### src/rtl/mem_stage_lsu_pkg.sv
// Shared types and decode helpers for the memory-stage load/store unit.
package lsu_pkg;

    localparam logic [2:0] F3_B  = 3'b000;
    localparam logic [2:0] F3_H  = 3'b001;
    localparam logic [2:0] F3_W  = 3'b010;
    localparam logic [2:0] F3_BU = 3'b100;
    localparam logic [2:0] F3_HU = 3'b101;

    typedef enum logic [1:0] {IDLE, REQ, RESP, DONE} lsu_state_t;

    // Unsupported width codes are folded into the misaligned path so they never reach memory.
    function automatic logic is_misaligned(input logic [2:0] funct3, input logic [1:0] addr_lo);
        case (funct3)
            F3_B, F3_BU: return 1'b0;
            F3_H, F3_HU: return addr_lo[0];
            F3_W:        return addr_lo != 2'b00;
            default:     return 1'b1;
        endcase
    endfunction

endpackage

### src/rtl/mem_stage_lsu_if.sv
// Data-memory request/grant/response bus between the LSU (master) and memory (slave).
interface mem_stage_lsu_if;
    logic        mem_req;
    logic        mem_we;
    logic [31:0] mem_addr;
    logic [31:0] mem_wdata;
    logic [3:0]  mem_wstrb;
    logic        mem_gnt;
    logic        mem_rvalid;
    logic [31:0] mem_rdata;

    modport master (output mem_req, mem_we, mem_addr, mem_wdata, mem_wstrb,
                    input  mem_gnt, mem_rvalid, mem_rdata);
    modport slave  (input  mem_req, mem_we, mem_addr, mem_wdata, mem_wstrb,
                    output mem_gnt, mem_rvalid, mem_rdata);
endinterface

### src/rtl/mem_stage_lsu_load_align.sv
// Extracts the addressed byte/halfword from a read word and sign/zero-extends it.
module load_align
    import lsu_pkg::*;
(
    input  logic [31:0] rdata,
    input  logic [1:0]  addr,
    input  logic [2:0]  funct3,
    output logic [31:0] data
);
    logic [7:0]  b;
    logic [15:0] h;

    always_comb begin
        b = 8'(rdata >> {addr, 3'b000});
        h = addr[1] ? rdata[31:16] : rdata[15:0];
        case (funct3)
            F3_B:    data = {{24{b[7]}}, b};
            F3_BU:   data = {24'h0, b};
            F3_H:    data = {{16{h[15]}}, h};
            F3_HU:   data = {16'h0, h};
            default: data = rdata;
        endcase
    end
endmodule

### src/rtl/mem_stage_lsu.sv
// Memory-stage LSU: issues data-memory accesses, aligns load data and emits one
// registered write-back beat per accepted instruction.
module mem_stage_lsu
    import lsu_pkg::*;
#(
    parameter int XLEN = 32
) (
    input  logic            clk,
    input  logic            rst,
    input  logic            ex_valid,
    output logic            ex_ready,
    input  logic [XLEN-1:0] ex_alu_out,
    input  logic [XLEN-1:0] ex_store_data,
    input  logic [2:0]      ex_funct3,
    input  logic            ex_is_load,
    input  logic            ex_is_store,
    input  logic [4:0]      ex_rd,
    input  logic            ex_reg_write,
    mem_stage_lsu_if.master mem,
    output logic            wb_valid,
    output logic [XLEN-1:0] wb_data,
    output logic [4:0]      wb_rd,
    output logic            wb_we,
    output logic            wb_misalign
);
    lsu_state_t  state, state_nxt;
    logic [1:0]  addr_lo_q;
    logic [2:0]  funct3_q;
    logic        reg_write_q;
    logic        mem_op, mis;
    logic [31:0] lane_wdata, load_data;
    logic [3:0]  lane_wstrb;

    assign ex_ready = (state == IDLE);
    assign mem_op   = ex_is_load | ex_is_store;
    assign mis      = is_misaligned(ex_funct3, ex_alu_out[1:0]);

    always_comb begin
        lane_wdata = ex_store_data;
        lane_wstrb = 4'b1111;
        case (ex_funct3)
            F3_B, F3_BU: begin
                lane_wdata = {4{ex_store_data[7:0]}};
                lane_wstrb = 4'b0001 << ex_alu_out[1:0];
            end
            F3_H, F3_HU: begin
                lane_wdata = {2{ex_store_data[15:0]}};
                lane_wstrb = ex_alu_out[1] ? 4'b1100 : 4'b0011;
            end
            default: ;
        endcase
    end

    always_comb begin
        state_nxt = state;
        case (state)
            IDLE: if (ex_valid) state_nxt = (mem_op && !mis) ? REQ : DONE;
            REQ:  if (mem.mem_gnt) state_nxt = mem.mem_we ? DONE : RESP;
            RESP: if (mem.mem_rvalid) state_nxt = DONE;
            DONE: state_nxt = IDLE;
            default: state_nxt = IDLE;
        endcase
    end

    load_align u_align (
        .rdata  (mem.mem_rdata),
        .addr   (addr_lo_q),
        .funct3 (funct3_q),
        .data   (load_data)
    );

    always_ff @(posedge clk or posedge rst) begin
        if (rst) begin
            state         <= IDLE;
            addr_lo_q     <= '0;
            funct3_q      <= '0;
            reg_write_q   <= 1'b0;
            mem.mem_req   <= 1'b0;
            mem.mem_we    <= 1'b0;
            mem.mem_addr  <= '0;
            mem.mem_wdata <= '0;
            mem.mem_wstrb <= '0;
            wb_valid      <= 1'b0;
            wb_data       <= '0;
            wb_rd         <= '0;
            wb_we         <= 1'b0;
            wb_misalign   <= 1'b0;
        end else begin
            state       <= state_nxt;
            mem.mem_req <= (state_nxt == REQ);
            wb_valid    <= (state_nxt == DONE);
            if (state == IDLE && ex_valid) begin
                addr_lo_q   <= ex_alu_out[1:0];
                funct3_q    <= ex_funct3;
                reg_write_q <= ex_reg_write;
                wb_rd       <= ex_rd;
                wb_data     <= ex_alu_out;
                wb_we       <= ex_reg_write & ~mem_op;
                wb_misalign <= mem_op & mis;
                if (state_nxt == REQ) begin
                    mem.mem_we    <= ex_is_store;
                    mem.mem_addr  <= {ex_alu_out[XLEN-1:2], 2'b00};
                    mem.mem_wdata <= lane_wdata;
                    mem.mem_wstrb <= ex_is_store ? lane_wstrb : 4'b0000;
                end
            end
            // Load write enable is deferred until the data actually arrives.
            if (state == RESP && mem.mem_rvalid) begin
                wb_data <= load_data;
                wb_we   <= reg_write_q;
            end
        end
    end
endmodule
### src/flat_wrapper.sv
// flat-port wrapper written by rule: the top's interface ports become plain ports
module mem_stage_lsu_flat import lsu_pkg::*;
#(
    parameter int XLEN = 32
)
  (clk, rst, ex_valid, ex_ready, ex_alu_out, ex_store_data, ex_funct3, ex_is_load, ex_is_store, ex_rd, ex_reg_write, wb_valid, wb_data, wb_rd, wb_we, wb_misalign, mem_mem_req, mem_mem_we, mem_mem_addr, mem_mem_wdata, mem_mem_wstrb, mem_mem_gnt, mem_mem_rvalid, mem_mem_rdata);
  mem_stage_lsu_if mem_i ();
  input  logic clk;
  input  logic rst;
  input  logic ex_valid;
  output logic ex_ready;
  input  logic [XLEN-1:0] ex_alu_out;
  input  logic [XLEN-1:0] ex_store_data;
  input  logic [2:0] ex_funct3;
  input  logic ex_is_load;
  input  logic ex_is_store;
  input  logic [4:0] ex_rd;
  input  logic ex_reg_write;
  output logic wb_valid;
  output logic [XLEN-1:0] wb_data;
  output logic [4:0] wb_rd;
  output logic wb_we;
  output logic wb_misalign;
  output wire logic [$bits(mem_i.mem_req)-1:0] mem_mem_req;
  output wire logic [$bits(mem_i.mem_we)-1:0] mem_mem_we;
  output wire logic [$bits(mem_i.mem_addr)-1:0] mem_mem_addr;
  output wire logic [$bits(mem_i.mem_wdata)-1:0] mem_mem_wdata;
  output wire logic [$bits(mem_i.mem_wstrb)-1:0] mem_mem_wstrb;
  input wire logic [$bits(mem_i.mem_gnt)-1:0] mem_mem_gnt;
  input wire logic [$bits(mem_i.mem_rvalid)-1:0] mem_mem_rvalid;
  input wire logic [$bits(mem_i.mem_rdata)-1:0] mem_mem_rdata;
  assign mem_mem_req = mem_i.mem_req;
  assign mem_mem_we = mem_i.mem_we;
  assign mem_mem_addr = mem_i.mem_addr;
  assign mem_mem_wdata = mem_i.mem_wdata;
  assign mem_mem_wstrb = mem_i.mem_wstrb;
  assign mem_i.mem_gnt = mem_mem_gnt;
  assign mem_i.mem_rvalid = mem_mem_rvalid;
  assign mem_i.mem_rdata = mem_mem_rdata;
  mem_stage_lsu #(.XLEN(XLEN)) u_core (.clk(clk), .rst(rst), .ex_valid(ex_valid), .ex_ready(ex_ready), .ex_alu_out(ex_alu_out), .ex_store_data(ex_store_data), .ex_funct3(ex_funct3), .ex_is_load(ex_is_load), .ex_is_store(ex_is_store), .ex_rd(ex_rd), .ex_reg_write(ex_reg_write), .mem(mem_i), .wb_valid(wb_valid), .wb_data(wb_data), .wb_rd(wb_rd), .wb_we(wb_we), .wb_misalign(wb_misalign));
endmodule
### config.mk
export PLATFORM = sky130hd
export DESIGN_NAME = mem_stage_lsu_flat
export DESIGN_NICKNAME = d
export VERILOG_FILES = /design/src/rtl/mem_stage_lsu_pkg.sv /design/src/rtl/mem_stage_lsu_if.sv /design/src/rtl/mem_stage_lsu_load_align.sv /design/src/rtl/mem_stage_lsu.sv /design/src/flat_wrapper.sv
export SDC_FILE = /design/constraint.sdc
export NUM_CORES = 1
export LEC_CHECK = 0
export CORE_MARGIN = 1
export CORE_UTILIZATION = 44
export DETAILED_ROUTE_END_ITERATION = 6
export GPL_TIMING_DRIVEN = 0
export PLACE_DENSITY_LB_ADDON = 0.25
export SLEW_MARGIN = 15
export SYNTH_ARGS = -nofsm -noshare
export SYNTH_HDL_FRONTEND = slang
export SYNTH_SLANG_ARGS = --single-unit
### constraint.sdc
create_clock -name clk -period 5.7 [get_ports clk]
set_clock_uncertainty 0.2 [all_clocks]
set_input_delay 1.14 -clock clk [delete_from_list [all_inputs] [get_ports clk]]
set_output_delay 1.14 -clock clk [all_outputs]
set_load 0.05 [all_outputs]
Word level (Yosys, flattened, before mapping)

Cells that the tools add are included.

Register bits: 116
Input port bits: 112
Logic and storage cells: 61
Output and inout port bits: 111

Muxes and demuxes: 17
Eq/ne operators: 12
Shifts and indexed selects: 2
Bitwise gates (word level): 4
Reduce and logical (&&, ||, !) cells: 12

Operators with widths:

| cell                                                               | number |
|---|---|
| 32-bit case mux with 4 select lines                                | 1 |
| 32-bit 2-to-1 mux                                                  | 2 |
| 32-bit case mux with 2 select lines                                | 1 |
| 32-bit by 5-bit >> shifter with 8-bit output                       | 1 |
| 16-bit 2-to-1 mux                                                  | 1 |
| 3-bit == test (second input constant)                              | 4 |
| 2-bit 2-to-1 mux                                                   | 4 |
| 4-bit 2-to-1 mux                                                   | 2 |
| 2-bit case mux with 4 select lines                                 | 1 |
| 4-bit case mux with 2 select lines                                 | 1 |
| 2-bit == test (second input constant)                              | 3 |
| 3-bit by 1-bit == test with 1-bit output (second input constant)   | 2 |
| 3-bit logical NOT                                                  | 2 |
| 2-bit by 1-bit == test with 1-bit output (second input constant)   | 2 |
| 2-bit nonzero test                                                 | 2 |
| 2-bit OR reduction                                                 | 2 |
| 1-bit by 2-bit left shift with 4-bit output (first input constant) | 1 |
| 3-bit by 2-bit == test with 1-bit output (second input constant)   | 1 |
| 1-bit logical AND                                                  | 3 |
| 1-bit 2-to-1 mux                                                   | 3 |
| 1-bit case mux with 3 select lines                                 | 1 |
| 1-bit bitwise AND                                                  | 2 |
| 2-bit logical NOT                                                  | 1 |
| 2-bit AND reduction                                                | 1 |
| other kinds (3)                                                    | 3 |

Logic depth before layout (Yosys ltp)

Gate-level depths: netlist of the first run.

Word-level depth: 10
Gate-level depth with buffers: 7
Depth with buffers taken out: 4

By module

From an unflattened synthesis of the first run, not the netlist that was laid out.

Cells, all modules: 536
Area, all modules: 5805.6 sq um

By module, submodules not included:

| module        | instances | cells an instance | area an instance (sq um) |
|---|---|---|---|
| mem_stage_lsu | 1         | 427               | 5177.5 |
| load_align    | 1         | 109               | 628.1 |

Worst setup path after synthesis of the first run

OpenSTA, ideal clock, no wires.

Path type: input-to-reg
Start point: input ex_funct3[2]
End point: register u_core.mem.mem_addr[10]
Setup slack: 3118 ps
Stages on the path: 5
Arrival: 2257 ps
Cells stage by stage: nor4_4 > o221ai_2 > buf_2 > buf_6 > mux2_4

Word-level cells in the longest chain between the ends: 10
Elaborated cells on any way between the ends: 15
Classes of those cells: eq/ne: 5; mux: 4; reduce/logical: 6

Ends and longest elaborated chain:

| item                                                                   | line                    | text |
|---|---|---|
| from (decl)                                                            | flat_wrapper.sv:14      | `input logic [2:0] ex_funct3;` |
| 3-bit by 1-bit == test with 1-bit output, or another cell as far along | mem_stage_lsu_pkg.sv:14 | `case (funct3)` |
| 2-bit OR reduction                                                     | mem_stage_lsu_pkg.sv:14 |  |
| 1-bit case mux with 3 select lines (*)                                 | mem_stage_lsu_pkg.sv:14 |  |
| 1-bit logical NOT (*)                                                  | mem_stage_lsu.sv:57     | `IDLE: if (ex_valid) state_nxt = (mem_op && !mis) ? REQ : DONE;` |
| 1-bit logical AND (*)                                                  | mem_stage_lsu.sv:57     |  |
| 2-bit 2-to-1 mux (*) (2 in series)                                     | mem_stage_lsu.sv:57     |  |
| 2-bit case mux with 4 select lines (*)                                 | mem_stage_lsu.sv:56     | `case (state)` |
| 2-bit by 1-bit == test with 1-bit output (*)                           | mem_stage_lsu.sv:100    | `if (state_nxt == REQ) begin` |
| 2-bit AND reduction (no line) (*)                                      | -                       |  |
| to (signal assigned)                                                   | mem_stage_lsu.sv:102    | `mem.mem_addr <= {ex_alu_out[XLEN-1:2], 2'b00};` |
| to (decl)                                                              | mem_stage_lsu_if.sv:12  | `modport master (output mem_req, mem_we, mem_addr, mem_wdata, mem_wstrb,` |

Mark *: on every way between the ends. The rest lies on a longest branch, timed or not.
A chain may end at the register's enable or synchronous reset.

Worst setup path after layout of the first run

Start point: register u_core.state[1]
End point: output ex_ready

Word-level cells in the longest chain between the ends: 1

Ends and longest elaborated chain:

| item                   | line                | text |
|---|---|---|
| from (decl)            | mem_stage_lsu.sv:26 | `lsu_state_t state, state_nxt;` |
| from (signal assigned) | mem_stage_lsu.sv:89 | `state <= state_nxt;` |
| 2-bit logical NOT      | mem_stage_lsu.sv:34 | `assign ex_ready = (state == IDLE);` |
| to (decl)              | flat_wrapper.sv:11  | `output logic ex_ready;` |

Every way passes these cells.

==> results of run 1 <==
[state kept, by name, summed over array words and instances, names as in the netlist]
name,count
u_core.wb_valid,1
u_core.mem.mem_we,1
u_core.state,2
u_core.funct3_q,3
u_core.mem.mem_wdata,32
u_core.reg_write_q,1
u_core.mem.mem_req,1
u_core.wb_misalign,1
u_core.wb_we,1
u_core.wb_rd,5
u_core.mem.mem_addr,30
u_core.wb_data,32
u_core.addr_lo_q,2
u_core.mem.mem_wstrb,4
[routing by layer]
| metal | up-vias | routed length, um | GRT usage, % |
|---|---|---|---|
| met2 | 251 | 9010 | 49.7 |
| met3 | 38 | 1460 | 10.1 |
| met1 | 2503 | 7080 | 32.7 |
| met5 | - | 0 | 0 |
| met4 | 0 | 504 | 13.9 |
| li1 | 2350 | - | - |
[logic make-up after synthesis]
| family | after synthesis |
|---|---|
| buffers and inverters | 43 |
| and+or+nand+nor | 171 |
| DFF | 116 |
| AOI/OAI and AO/OA | 121 |
| muxes | 71 |
| other | 1 |
[layout make-up]
cell class	instances	area, um^2
clock buffer	21	470
sequential	116	2900
tap	168	210
buffer	38	189
clock inverter	11	155
fill	936	3520
timing repair buffer	221	2230
multi-input combinational	365	2410
inverter	5	23.8
[power by group through the flow]
| stage | Clock, mW | Combinational [mW] | Sequential (mW) |
|---|---|---|---|
| 3_5_place_dp | 0 | 3.18 | 1.47 |
| 3_3_place_gp | 0 | 3.14 | 1.44 |
| 6_report | 1.13 | 3.20 | 1.46 |
| 4_1_cts | 1.15 | 3.20 | 1.46 |
| 5_1_grt | 1.19 | 3.35 | 1.51 |
| 2_1_floorplan | 0 | 0.806 | 2.73 |
[placed cells by master (no fill, tap or decap), drive strengths merged, types with 12 or more instances in the layout]
cell type / instances
nand3: 26
clkdlybuf4s50: 220
buf: 24
mux2i: 30
dfrtp: 116
mux2: 39
a22oi: 21
nand2: 94
nor2: 17
o21ai: 50
nor2b: 12
a21oi: 22
clkbuf: 36
[worst max-delay path: cells and delay by family, from the launching register on]
family                 cells  cell delay, ns
flip-flops                 1            0.44
buffers and inverters      1            0.83
AND/OR/NAND/NOR            1            0.17
[through the flow]
step	setup TNS, ns	utilization, %	cell area, um^2	hold slack [ns]	total power, mW
floorplan	0	-	5520	0.246	3.53
detailed placement	0	65.8	7970	0.268	4.65
global placement	-40.16	65.5	7930	0.259	4.58
CTS	0	70.9	8590	0.281	5.81
global route	0	70.9	8590	0.304	6.04
finish	0	70.9	8590	0.276	5.79
[worst paths after layout]
path / cells past startpoint / slack [ns] / endpoint
worst max-delay path: 2 / 2.50 / ex_ready
worst min-delay path: 2 / 0.28 / u_core.wb_rd[3]
worst max register to register: 6 / 3.51 / u_core.mem.mem_addr[12]
worst min register to register: 2 / 0.28 / u_core.wb_rd[3]
max in group asynchronous: 3 / 3.67 / u_core.wb_data[1]
min in group asynchronous: 2 / 0.93 / u_core.mem.mem_wdata[24]
==> impl_metrics.env, run 1 <==
export IMPL_syn2layout_area_growth_pct=55.7
export IMPL_yosys_area_share_adder_pct=0
export IMPL_ctsHoldBuffers=0
export IMPL_hold_path_class="flop to flop"
export IMPL_worst_slew_pin_slew_ns=0.719
export IMPL_synth_edff_count=0
export IMPL_cap_violations=0
export IMPL_synth_cells=523
export IMPL_synthArstFlopShare_pct=100
export IMPL_rsz0062_at_grt="no"
export IMPL_grt_usage_pct=29.2
export IMPL_sequentialPowerShare_pct=25.2
export IMPL_io_buffer_count=220
export IMPL_yosys_top_cells_count="116 x dfrtp_1, 94 x nand2_1, 50 x o21ai_0, 30 x mux2i_1, 26 x nand3_1"
export IMPL_hp_start="u_core.wb_rd[3]"
export IMPL_synth_compound_area_share_pct=14.1
export IMPL_dpl_worst_slack_ns=2.20
export IMPL_netSwitchingPower_mw=2.68
export IMPL_rows=40
export IMPL_synth_most_common_cell="dfrtp_1"
export IMPL_wirelength_um=18100
export IMPL_start_util_pct=45.6
export IMPL_synth_cell_types=43
export IMPL_startpoint="u_core.state[1]"
export IMPL_drt_iter0_drc=290
export IMPL_fin_crit_sh_pct=56.1
export IMPL_power_frac_clock_pct=19.5
export IMPL_worstSkewPairLatency_ns=0.42
export IMPL_crit_type="flop to primary output"
export IMPL_die_w_um=114
export IMPL_dieHeight_um=114
export IMPL_grt_overflow=0
export IMPL_grt_pass1_wl_um=28600
export IMPL_top_level_ports=223
export IMPL_power_leakage_nw=3.77
export IMPL_wl_per_cell_um=19.1
export IMPL_route_antenna_remaining_nets=0
export IMPL_status="finished, final reports clean"
export IMPL_yosysTopAreaCell="dfrtp_1"
export IMPL_ys_top_cells_by_area="dfrtp_1 53%, nand2_1 6.4%, mux2i_1 5.4%"
export IMPL_path_max_fanout=6
export IMPL_grt_pass1_vias=5481
export IMPL_fin_cells=945
export IMPL_drt_pass1_iter_count=5
export IMPL_cts_resized=0
export IMPL_cts_tree="built"
export IMPL_synth_ff_type="dfrtp_1"
export IMPL_dp_cells=913
export IMPL_crit_chain="nor2_1 -> clkdlybuf4s50_1"
export IMPL_root_buffer="clkbuf_16"
export IMPL_cts_buffers=17
export IMPL_via_per_inst=5.44
export IMPL_internal_power_mw=3.11
export IMPL_final_hold_violation_count=0
export IMPL_critPathMaxStageDelay_ns=0.83
export IMPL_slowest_stage="clkdlybuf4s50_1"
export IMPL_core_um2=12100
export IMPL_path_clk_slew_ns=0.05
export IMPL_layout_nets=876
export IMPL_fin_ws_ns=2.50
export IMPL_grt_max_degree=70
export IMPL_antenna_cells=0
export IMPL_ir_drop_mv=0.403
export IMPL_post_cts_buffers=0
export IMPL_synth_seq_cells=116
export IMPL_max_freq_ghz=0.313
export IMPL_synth_mux_area_share_pct=14.9
export IMPL_drc=0
export IMPL_synth_simple_gate_area_share_pct=14.6
export IMPL_period_needed_ns=3.20
export IMPL_die_area_um2=13000
export IMPL_cts_sinks=116
export IMPL_comb_power_share_pct=55.2
export IMPL_power_density_nw_per_um2=674
export IMPL_slew_headroom_pct=52.0
export IMPL_arrival_ns=1.86
export IMPL_vias=5142
export IMPL_synth_top_family_by_area="multiplexers"
export IMPL_synth_top_area_share_pct=52.6
export IMPL_syn_area_per_cell_um2=10.6
export IMPL_cts_max_level=4
export IMPL_yosysWarnings=0
export IMPL_ys_seq_area_share_pct=52.6
export IMPL_gp_congestion=0.897
export IMPL_synthXorXnorAreaFrac_pct=0
export IMPL_antenna_found_initial=0
export IMPL_endpoint_kind="primary output"
export IMPL_drv_slew=0
export IMPL_final_setup_viol_count=0
export IMPL_cp_start_kind="flop"
export IMPL_drive_above_1_share_pct=13.3
export IMPL_required_ns=4.36
export IMPL_swShare_pct=46.3
export IMPL_clockBufferDepth=2
export IMPL_synth_area_um2=5520
export IMPL_hpwlAfterDp_um=13500
export IMPL_rr_startpoint="u_core.state[1]"
No activity file was read; power rests on OpenSTA's default activity.
==> inputs of run 2 (changes only) <==
CORE_UTILIZATION = 39   (was 44)
clock period = 2.9 ns   (was 5.7 ns; I/O delays follow)
==> run 2 against run 1 <==
  * Core utilization fell by 8.7 points
  * Power rose by 94%
  * Sequential share of layout area fell by 0.054 points
  * Worst setup slack got worse by 2.2 ns
  * Sequential power rose by 96%
  * Final cell count rose by 1.5%
  * Largest power group unchanged
  * Register-to-register slack got worse by 3.0 ns
  * Clock-buffer cell count did not move
  * Flip-flop and latch count did not move
  * Clock power rose by 87%
  * Critical path type unchanged
  * Critical path depth did not move
==> impl_metrics.env, run 2 (synthesis results as in run 1) <==
export IMPL_status="finished, final reports clean"
export IMPL_design_area_um2=8610
export IMPL_core_um2=13800
export IMPL_grt_pass1_vias=5320
export IMPL_grt_overflow=0
export IMPL_cts_tree="built"
export IMPL_io_buffer_count=220
export IMPL_grt_util_met3_pct=8.69
export IMPL_die_w_um=121
export IMPL_vias=5064
export IMPL_ir_drop_mv=0.539
export IMPL_rr_startpoint="u_core.state[0]"
export IMPL_dp_cells=927
export IMPL_grt_usage_pct=25.6
export IMPL_grt_pass1_wl_um=28200
export IMPL_start_util_pct=39.9
export IMPL_power_density_nw_per_um2=1310
export IMPL_drt_iter0_drc=188
export IMPL_cts_resized=0
export IMPL_fin_cells=959
export IMPL_syn2layout_area_growth_pct=56.0
export IMPL_wl_per_cell_um=18.9
export IMPL_endpoint_kind="primary output"
export IMPL_ff2ff_path_depth=5
export IMPL_fin_crit_sh_pct=90.5
export IMPL_cap_violations=0
export IMPL_final_cell_mix="220 x clkdlybuf4s50_1, 116 x dfrtp_1, 94 x nand2_1"
export IMPL_hold_end="u_core.wb_rd[2]"
export IMPL_root_buffer="clkbuf_16"
export IMPL_final_setup_viol_count=0
export IMPL_grt_busiest_layer="met2"
export IMPL_power_leakage_nw=3.76
export IMPL_drt_pass1_iter_count=5
export IMPL_hpwlAfterDp_um=13600
export IMPL_gp_congestion=0.848
export IMPL_period_needed_ns=2.62
export IMPL_ff2ff_setup_slack_ns=0.49
export IMPL_grt_max_degree=38
export IMPL_wirelength_um=18100
export IMPL_hp_start="u_core.wb_rd[2]"
export IMPL_rsz0062_at_grt="no"
export IMPL_post_cts_buffers=0
export IMPL_rows=43
export IMPL_ctsHoldBuffers=0
export IMPL_via_per_inst=5.28
export IMPL_dieHeight_um=121
export IMPL_power_mw=11.3
export IMPL_top_level_ports=223
export IMPL_placed_area_um2=8010
export IMPL_cts_sinks=116
export IMPL_fin_ws_ns=0.275
export IMPL_globalRouteMet1Util_pct=30.5
export IMPL_route_antenna_remaining_nets=0
export IMPL_slew_headroom_pct=49.0
export IMPL_layout_commonest_cell="clkdlybuf4s50_1"
export IMPL_die_area_um2=14600
export IMPL_dpl_worst_slack_ns=-0.152
export IMPL_n_fill_cell=1101
export IMPL_final_hold_violation_count=0
export IMPL_crit_type="flop to primary output"
export IMPL_cp_start_kind="flop"
export IMPL_clockBufferDepth=2
export IMPL_path_max_fanout=6
export IMPL_whs_path_depth=2
export IMPL_drv_slew=0
export IMPL_worstSkewPairLatency_ns=0.41
export IMPL_antenna_found_initial=0
export IMPL_reg_top3="u_core.mem.mem_wdata: 32 flops, u_core.wb_data: 32 flops, u_core.mem.mem_addr: 30 flops"
export IMPL_cts_max_level=4
export IMPL_max_freq_ghz=0.381
export IMPL_required_ns=2.12
export IMPL_cts_buffers=17
export IMPL_path_clk_slew_ns=0.05
export IMPL_arrival_ns=1.84
export IMPL_worst_slew_pin_slew_ns=0.764
export IMPL_drc=0
export IMPL_regToRegEndpoint="u_core.wb_data[11]"
export IMPL_drive_above_1_share_pct=13.4
export IMPL_antenna_cells=0
export IMPL_layout_nets=878
export IMPL_grt_use_met2_pct=43.2
export IMPL_hold_path_class="flop to flop"
==> run 2: changes by cell type in the layout (fill, tap and decap cells not counted) <==
| cell | delta |
|---|---|
| inv_6 | -1 |
| clkbuf_1 | +1 |
| buf_12 | +3 |
| bufinv_16 | -1 |
| clkbuf_8 | -1 |
| buf_16 | -1 |
| clkinvlp_4 | +2 |
==> run 2: worst max-delay path, stage by stage (launching register included) <==
cell and delay (ns):
dfrtp_1 0.44, nor2_1 0.17, clkdlybuf4s50_1 0.82
==> run 2: worst max path at each step <==
stage | slack [ns] | endpoint | startpoint
floorplan | 0.67 | u_core.wb_data[10] | u_core.state[1]
global route | 0.18 | u_core.mem.mem_addr[6] | ex_alu_out[0]
global placement | -0.41 | u_core.mem.mem_addr[18] | rst
finish | 0.28 | ex_ready | u_core.state[1]
detailed placement | -0.15 | u_core.mem.mem_addr[7] | ex_alu_out[0]
CTS | 0.26 | ex_ready | u_core.state[1]
==> run 2: metrics by stage <==
step           hold slack, ns  TNS, ns  util (%)
3_5_place_dp            0.270    -3.30      57.9
5_1_grt                 0.304        0      62.2
6_report                0.280        0      62.2
4_1_cts                 0.282        0      62.2
2_1_floorplan           0.246        0         -
3_3_place_gp            0.259   -48.23      57.5
==> run 2: where the power goes <==
part           total (mW)  internal [mW]  switching, mW
clock                2.11           1.38          0.722
sequential           2.86           2.41          0.454
combinational        6.29           2.22           4.07
==> run 2: final cells by class <==
cell class / instances / area (um^2) / share of cell area (%)
clock inverters: 11 / 133 / 1.54
multi-input cells: 365 / 2410 / 28.0
inverters: 5 / 22.5 / 0.262
repair buffers: 223 / 2260 / 26.3
well taps: 180 / 225 / 2.62
flip-flops and latches: 116 / 2900 / 33.7
plain buffers: 38 / 189 / 2.20
clock buffers: 21 / 460 / 5.35
==> run 2: per-layer routing <==
layer  up-vias  share of wire (%)
met2       211                 49
met3        16                8.5
met4         0                1.3
li1       2340                  -
met5         -                  0
met1      2497                 41
==> inputs of run 3 (changes only) <==
CORE_ASPECT_RATIO = 2   (was default)
==> run 3 against run 2 <==
  * Power up 2.7%
  * Clock power up 11%
  * Critical path type unchanged
  * Via count up 1.8%
  * Clock-buffer cell count down 2
  * Largest cell class unchanged
  * Final cell count up 0.94%
  * Hold slack worse by 0.0060 ns
  * Critical path depth unchanged
  * Register-to-register slack better by 0.09 ns
  * Fmax up 0.94%
  * Highest routed layer unchanged
  * Final area up 0.77%
==> impl_metrics.env, run 3 (synthesis results as in run 1) <==
export IMPL_hp_start="u_core.mem.mem_wdata[30]"
export IMPL_die_w_um=86.1
export IMPL_grt_usage_pct=27.8
export IMPL_vias=5154
export IMPL_dp_cells=936
export IMPL_cap_violations=0
export IMPL_crit_chain="nor2_1 -> clkdlybuf4s50_1"
export IMPL_antenna_found_initial=0
export IMPL_ir_drop_mv=0.666
export IMPL_worstSkewPairLatency_ns=0.41
export IMPL_power_density_nw_per_um2=1330
export IMPL_hold_path_class="flop to flop"
export IMPL_path_max_fanout=6
export IMPL_drt_iter0_drc=210
export IMPL_hold_end="u_core.mem.mem_wdata[30]"
export IMPL_drt_pass1_iter_count=5
export IMPL_dieHeight_um=170
export IMPL_setup_tns_final_ns=0
export IMPL_top_level_ports=223
export IMPL_whs_path_depth=2
export IMPL_grt_pass1_vias=5488
export IMPL_max_freq_ghz=0.385
export IMPL_critPathMaxStageDelay_ns=0.82
export IMPL_route_antenna_remaining_nets=0
export IMPL_grt_max_degree=38
export IMPL_ff2ff_setup_slack_ns=0.58
export IMPL_final_setup_viol_count=0
export IMPL_antenna_cells=0
export IMPL_gp_congestion=0.924
export IMPL_reg_top3="u_core.mem.mem_wdata: 32 flops, u_core.wb_data: 32 flops, u_core.mem.mem_addr: 30 flops"
export IMPL_fin_crit_sh_pct=89.7
export IMPL_drive_above_1_share_pct=13.5
export IMPL_slowest_stage="clkdlybuf4s50_1"
export IMPL_drv_slew=0
export IMPL_cts_resized=0
export IMPL_core_um2=13900
export IMPL_drc=0
export IMPL_period_needed_ns=2.60
export IMPL_rr_startpoint="u_core.state[0]"
export IMPL_final_cell_mix="220 x clkdlybuf4s50_1, 116 x dfrtp_1, 94 x nand2_1"
export IMPL_rsz0062_at_grt="no"
export IMPL_fin_cells=968
export IMPL_crit_type="flop to primary output"
export IMPL_wl_per_cell_um=20.5
export IMPL_cts_max_level=4
export IMPL_via_per_inst=5.32
export IMPL_clockBufferDepth=2
export IMPL_cts_sinks=116
export IMPL_final_hold_violation_count=0
export IMPL_ff2ff_path_depth=5
export IMPL_status="finished, final reports clean"
export IMPL_io_buffer_count=220
export IMPL_root_buffer="clkbuf_16"
export IMPL_syn2layout_area_growth_pct=57.2
export IMPL_cts_tree="built"
export IMPL_power_leakage_nw=3.79
export IMPL_required_ns=2.12
export IMPL_path_delay_family="buffers and inverters"
export IMPL_grt_pass1_wl_um=30000
export IMPL_wirelength_um=19800
export IMPL_endpoint_kind="primary output"
export IMPL_slew_headroom_pct=47.5
export IMPL_ctsHoldBuffers=0
export IMPL_post_cts_buffers=0
export IMPL_layout_nets=878
export IMPL_path_clk_slew_ns=0.05
export IMPL_start_util_pct=39.7
export IMPL_cts_buffers=17
export IMPL_grt_overflow=0
export IMPL_layout_commonest_cell="clkdlybuf4s50_1"
export IMPL_cp_start_kind="flop"
export IMPL_n_fill_cell=1156
export IMPL_crit_buf_inv=1
export IMPL_rows=61
export IMPL_hpwlAfterDp_um=15600
export IMPL_arrival_ns=1.82
export IMPL_die_area_um2=14700
export IMPL_regToRegEndpoint="u_core.wb_data[14]"
export IMPL_worst_slew_pin_slew_ns=0.787
## run 3: cell type report
class                   instances  area (um^2)  share of cell area [%]
repair buffers                223         2260                    26.1
plain buffers                  38          189                    2.18
multi-input cells             365         2410                    27.8
flip-flops and latches        116         2900                    33.5
clock inverters                13          205                    2.37
inverters                       5         22.5                   0.260
clock buffers                  19          443                    5.11
well taps                     189          236                    2.73
## run 3: worst max path at each step
stage | from | to | slack [ns] | cells after the start
floorplan | u_core.state[1] | u_core.wb_data[10] | 0.67 | 4
detailed placement | ex_alu_out[0] | u_core.mem.mem_addr[14] | -0.11 | 6
finish | u_core.state[1] | ex_ready | 0.30 | 2
global route | u_core.state[1] | ex_ready | 0.22 | 2
global placement | rst | u_core.mem.mem_wdata[17] | -0.38 | 2
CTS | u_core.state[1] | ex_ready | 0.29 | 2
## run 3: worst min-delay path, stage by stage, from the launching register on
cell and delay [ns]:
dfrtp_1 0.34, nand2_1 0.04, o21ai_0 0.06
## run 3: stage by stage
stage	hold WS (ns)	setup WS [ns]	total power, mW	util, %	instance area, um^2
6_report	0.274	0.299	11.6	62.4	8670
5_1_grt	0.300	0.218	12.0	62.4	8670
4_1_cts	0.281	0.285	11.6	62.4	8670
3_5_place_dp	0.270	-0.106	9.25	57.8	8020
3_3_place_gp	0.262	-0.377	9.11	57.3	7960
2_1_floorplan	0.246	0.669	6.94	-	5530
## run 3: where the power goes
part / switching (mW) / internal [mW]
combinational: 4.15 / 2.22
clock: 0.792 / 1.55
sequential: 0.449 / 2.41
total: 5.39 / 6.17
## run 3: metal layers
layer	global-route usage, %	part of all wire, %
met1	25.0	31
met2	53.5	56
met3	5.87	5.8
met4	18.9	6.6
met5	0	0
==> patch 1 (flow settings as in run 3) <==
Re-encode `lsu_state_t` (4 states) as Gray code, 2 bits wide.
--- a/src/rtl/mem_stage_lsu_pkg.sv
+++ b/src/rtl/mem_stage_lsu_pkg.sv
@@ -8,5 +8,5 @@
     localparam logic [2:0] F3_HU = 3'b101;
 
-    typedef enum logic [1:0] {IDLE, REQ, RESP, DONE} lsu_state_t;
+    typedef enum logic [1:0] {IDLE = 2'b00, REQ = 2'b01, RESP = 2'b11, DONE = 2'b10} lsu_state_t;
 
     // Unsupported width codes are folded into the misaligned path so they never reach memory.
Behaviour: same outputs for any inputs over 4 cycles, from zero or initial values and one cycle with rst high; so few cycles prove little.
==> patch 1 against run 3 <==
  * Utilization fell by 0.90 points
  * Die area rose by 2.9%
  * Count of clock-buffer cells in the layout fell by 1
  * Wire length fell by 0.68%
  * Sequential cell count did not move
  * Synthesized area rose by 3.0%
  * Final area rose by 1.3%
  * Worst setup slack got worse by 81 ps
  * Cell count rose by 0.93%
  * Hold slack improved by 3.7 ps
  * Sequential share of layout area fell by 0.42 points
  * Total power rose by 2.3%
  * Critical path type unchanged
  * Largest cell class unchanged
  * Highest routed layer unchanged
==> patch 1: results (changes against run 3) <==
power_and_ir_drop:
  max-vdd-ir-drop_mv: 0.772  # +16%
  p_sw_mw: 5.69  # +5.6%
  combPwrFrac: 0.572  # +0.021
  p_leak_nw: 3.84  # +1.4%
  powerSeq_mw: 2.93  # +2%
cells_and_area:
  final_net_count: 884  # +0.68%
  reg.largest.list: "u_core.mem.mem_wdata (32), u_core.wb_data (32), u_core.mem.mem_addr (30)"
  drive_gt1_frac: 0.132  # -0.00230
  stdcell_count: 977  # +0.93%
placement:
  numPortBuffers: 220  # unchanged
  gp_congestion: 0.949  # +2.7%
  hpwl_um: 15300  # -2.3%
  placed_cell_area_mm2: 0.00819  # +2.1%
  dpl.cell_count: 945  # +0.96%
  post-place-ws_ps: -34.6  # +71.6 ps
logic_synthesis:
  async_flop_share: 1.00  # unchanged
  synth_common_cells: "dfrtp_1 (116), nand2_1 (82), a21oi_1 (41)"
  ys.flop_type: "dfrtp_1"
  synth_edf_count: 0  # unchanged
  ys_seq_area_frac: 0.511  # -0.0153
  synth.area.top_cells: "dfrtp_1 (51%), mux2_4 (9.5%), nand2_1 (5.4%), mux2i_1 (4.6%), a21oi_1 (3.6%)"
  synth_cell_types: 49  # +14%
  avgSynthCellArea_um2: 10.7  # +1.8%
route:
  first_iter_violations: 259  # +23%
  vias_per_cell: 5.33  # +0.14%
  wl_per_cell_um: 20.1  # -1.6%
  dr.pass1.iters: 4  # -1
cts:
  cts_hold_buf: 0  # unchanged
  clockBufferDepth: 2  # unchanged
  path_clk_slew_ps: 60
  post_cts_buffers: 0  # unchanged
  cts.sinks: 116  # unchanged
worst_setup_path:
  worst_r2r_path_depth: 7  # +2
  critical-path-top-delay-family: "buffers and inverters"
  cp.arrival_ps: 1900  # +80 ps
  cp_max_fo: 10  # +4
  max_stage_delay_ps: 540  # -280 ps
  crit_slowest_cell: "dlygate4sd2_1"
sta:
  max_slew_margin: 0.337  # -0.138
global_route:
  track_usage: 0.270  # -0.00819
  grt_max_degree: 37  # -2.6%
  grt_pass1_wl_um: 30400  # +1.2%
  grt_pass1_vias: 5659  # +3.1%
min_path:
  min_path_cells: 2  # unchanged
  hold_path_class: "reg -> reg"
run_status:
  status: "finished, final reports clean"
patch 1: cell count changes after synthesis, moves of 11 or more:
cell and change:
mux2_4 +26, mux2_2 -20, a21oi_1 +19, nand3_1 -13, nand2_1 -12, o21ai_0 -11
patch 1: what timing repair did:
item,4_1_cts,5_1_grt
hold endpoints to repair,0,0
resized for setup,1,0
endpoints found under the setup margin,1,0
patch 1: kinds of logic (layout without fill, tap and decap cells):
logic type | Yosys count | in the layout | share of synthesized area
mux | 69 | 69 | 0.159
simple gates | 144 | 144 | 0.114
other cells | 1 | 2 | 0.000660
buf+inv | 43 | 298 | 0.0368
flops | 116 | 116 | 0.511
compound gates | 156 | 156 | 0.179
patch 1: worst paths after layout:
path | to | slack (ps) | start
max | ex_ready | 220 | u_core.state[1]
min | u_core.mem.mem_wdata[28] | 280 | u_core.mem.mem_wdata[28]
max reg2reg | u_core.wb_data[20] | 590 | u_core.state[0]
min reg2reg | u_core.mem.mem_wdata[28] | 280 | u_core.mem.mem_wdata[28]
max in group asynchronous | u_core.reg_write_q | 1530 | rst
min in group asynchronous | u_core.mem.mem_addr[21] | 380 | rst
patch 1: metrics by stage:
stage	hold slack, ps	power (mW)	TNS, ps
floorplan	246	7.33	0
global placement	261	9.58	-50800
detailed placement	267	9.71	-223
CTS	282	11.9	0
global route	319	12.3	0
finish	278	11.8	0
patch 1: layout make-up:
class	instances	area, um2
Buffer	39	194
Clock buffer	18	439
Clock inverter	14	151
Fill cell	1218	5490
Inverter	4	18.8
Multi-Input combinational cell	371	2570
Sequential cell	116	2900
Tap cell	192	240
Timing Repair Buffer	223	2260
patch 1: routing by layer:
metal	track usage	wire (um)
met5	0	0
met1	0.271	6710
met2	0.490	10800
met4	0.148	922
met3	0.0687	1240
==> patch 2 (settings of run 3) <==
Made on the original files. Make the reset (`rst`) synchronous in one clocked block.
--- a/src/rtl/mem_stage_lsu.sv
+++ b/src/rtl/mem_stage_lsu.sv
@@ -70,5 +70,5 @@
     );
 
-    always_ff @(posedge clk or posedge rst) begin
+    always_ff @(posedge clk) begin
         if (rst) begin
             state         <= IDLE;
Formal check against the unedited RTL: differs if rst is asserted again (counterexample within 4 cycles, from zero or initial values and one cycle with rst high); with rst held inactive, the same outputs for 4 cycles.
==> patch 2 against run 3 <==
  * Utilization hardly changed
  * First-iteration DRC count grew 22%
  * Critical path depth rose by 1
  * Wire length up 2.0%
  * Final area fell by 2.7%
  * Synthesized area decreased by 1.9%
  * Sequential cell count unchanged
  * Worst setup slack got worse by 56 ps
  * Critical endpoint unchanged
  * Largest cell class is now multi-input gates
Power is not compared: it rests on default switching activity, and its combinational part moved more than twofold at a synthesized area within 25%.
==> patch 2: results (changes against run 3) <==
cells_and_area:
  multi_input_cells: 497  # +36%
  final_net_count: 1033  # +18%
  multi_input_area_share: 0.328  # +0.0500
  reg.largest.list: "u_core.mem.mem_wdata (32), u_core.wb_data (32), u_core.mem.mem_addr (30)"
  inv_count: 16  # +11
  drive_gt1_frac: 0.0792  # -0.0556
  clk_share: 0.0753  # +0.000601
  clock_buffers: 20  # +1
  n_all_buffers: 273  # +4.6%
  fill_cells: 1267  # +9.6%
  area_delta_synth_final_pct: 55.9
  buf_share: 0.291  # +0.00862
  seq_area_frac: 0.275  # -0.0595
logic_synthesis:
  ys.flop_type: "dfxtp_1"
  synth_cell_types: 57  # +33%
  synth.area.top_cells: "dfxtp_1 (43%), nand2_1 (14%), a21oi_1 (7.1%), mux2i_1 (3.3%), a32o_1 (3.1%)"
  synth_common_cells: "nand2_1 (196), dfxtp_1 (116), a21oi_1 (77)"
  ys_seq_area_frac: 0.429  # -0.0969
  async_flop_share: 0  # -1.00
  syn-instance-count: 682  # +30%
route:
  wl_met3_um: 1100  # -3.8%
  wl_met2_um: 10900  # -1.6%
  first_iter_violations: 256  # +22%
  vias_per_cell: 5.39  # +1.3%
  vias: 5874  # +14%
  wl_met1_um: 6930  # +11%
  top_layer_used: "met4"
  wl_um: 20200  # +2.0%
worst_setup_path:
  cp_max_fo: 10  # +4
  crit_slowest_cell: "clkdlybuf4s50_1"
  max_stage_delay_ps: 810
  cp.arrival_ps: 1880  # +60 ps
placement:
  numPortBuffers: 219  # -0.45%
  gp_congestion: 0.949  # +2.7%
  hpwl_um: 16000  # +2.3%
  post-place-ws_ps: -103  # +3.57 ps
  placed_cell_area_mm2: 0.00780  # -2.8%
  dpl.cell_count: 1057  # +13%
global_route:
  grt_pass1_wl_um: 30800  # +2.8%
  grt_max_degree: 17  # -55%
  track_usage: 0.283  # +0.00485
  grt_pass1_vias: 5956  # +8.5%
  antenna_found_initial: 0  # unchanged
cts:
  path_clk_slew_ps: 60
  post_cts_buffers: 0  # unchanged
run_status:
  status: "finished, final reports clean"
floorplanning:
  rows: 60  # -1.6%
sta:
  max_slew_margin: 0.604  # +0.130
## patch 2: kinds of logic (layout without fill, tap and decap cells)
kind of cell,count (synthesis),count (layout),synth area share
AOI/OAI and AO/OA,188,188,0.240
buffers and inverters,70,321,0.0601
DFF,116,116,0.429
muxes,26,26,0.0527
other,1,2,0.000693
and+or+nand+nor,281,281,0.218
## patch 2: routing by layer
metal  vias to the layer above  global-route usage
met5                         -                   0
met4                         0               0.187
met3                        55              0.0687
met2                       230               0.532
met1                      2723               0.266
li1                       2866                   -
## patch 2: tightest hold or removal path: cells and delay by family, from the launching register on
| family | cells | cell delay (ps) |
|---|---|---|
| AND/OR/NAND/NOR | 1 | 50 |
| AO/OA/AOI/OAI | 1 | 50 |
| flip-flops | 1 | 300 |
## patch 2: through the flow
step           hold WS (ps)  TNS [ps]
2_1_floorplan           237         0
3_3_place_gp            241     -1090
3_5_place_dp            246     -1260
4_1_cts                 254         0
5_1_grt                 269         0
6_report                251         0
## patch 2: final timing paths
kind	start	to	slack [ps]	depth (start not counted)
hold / removal	u_core.mem.mem_addr[16]	u_core.mem.mem_addr[16]	250	2
hold reg to reg	u_core.mem.mem_addr[16]	u_core.mem.mem_addr[16]	250	2
setup / recovery	u_core.state[0]	ex_ready	240	3
setup reg to reg	u_core.state[0]	u_core.wb_data[22]	720	5
## patch 2: power by group
part	total, mW	switching (mW)	internal (mW)	leakage [nW]
Sequential	1.79	0.0692	1.72	0.948
Combinational	1.41	0.883	0.528	1.87
Clock	2.26	0.777	1.48	0.302
Total	5.46	1.73	3.73	3.12
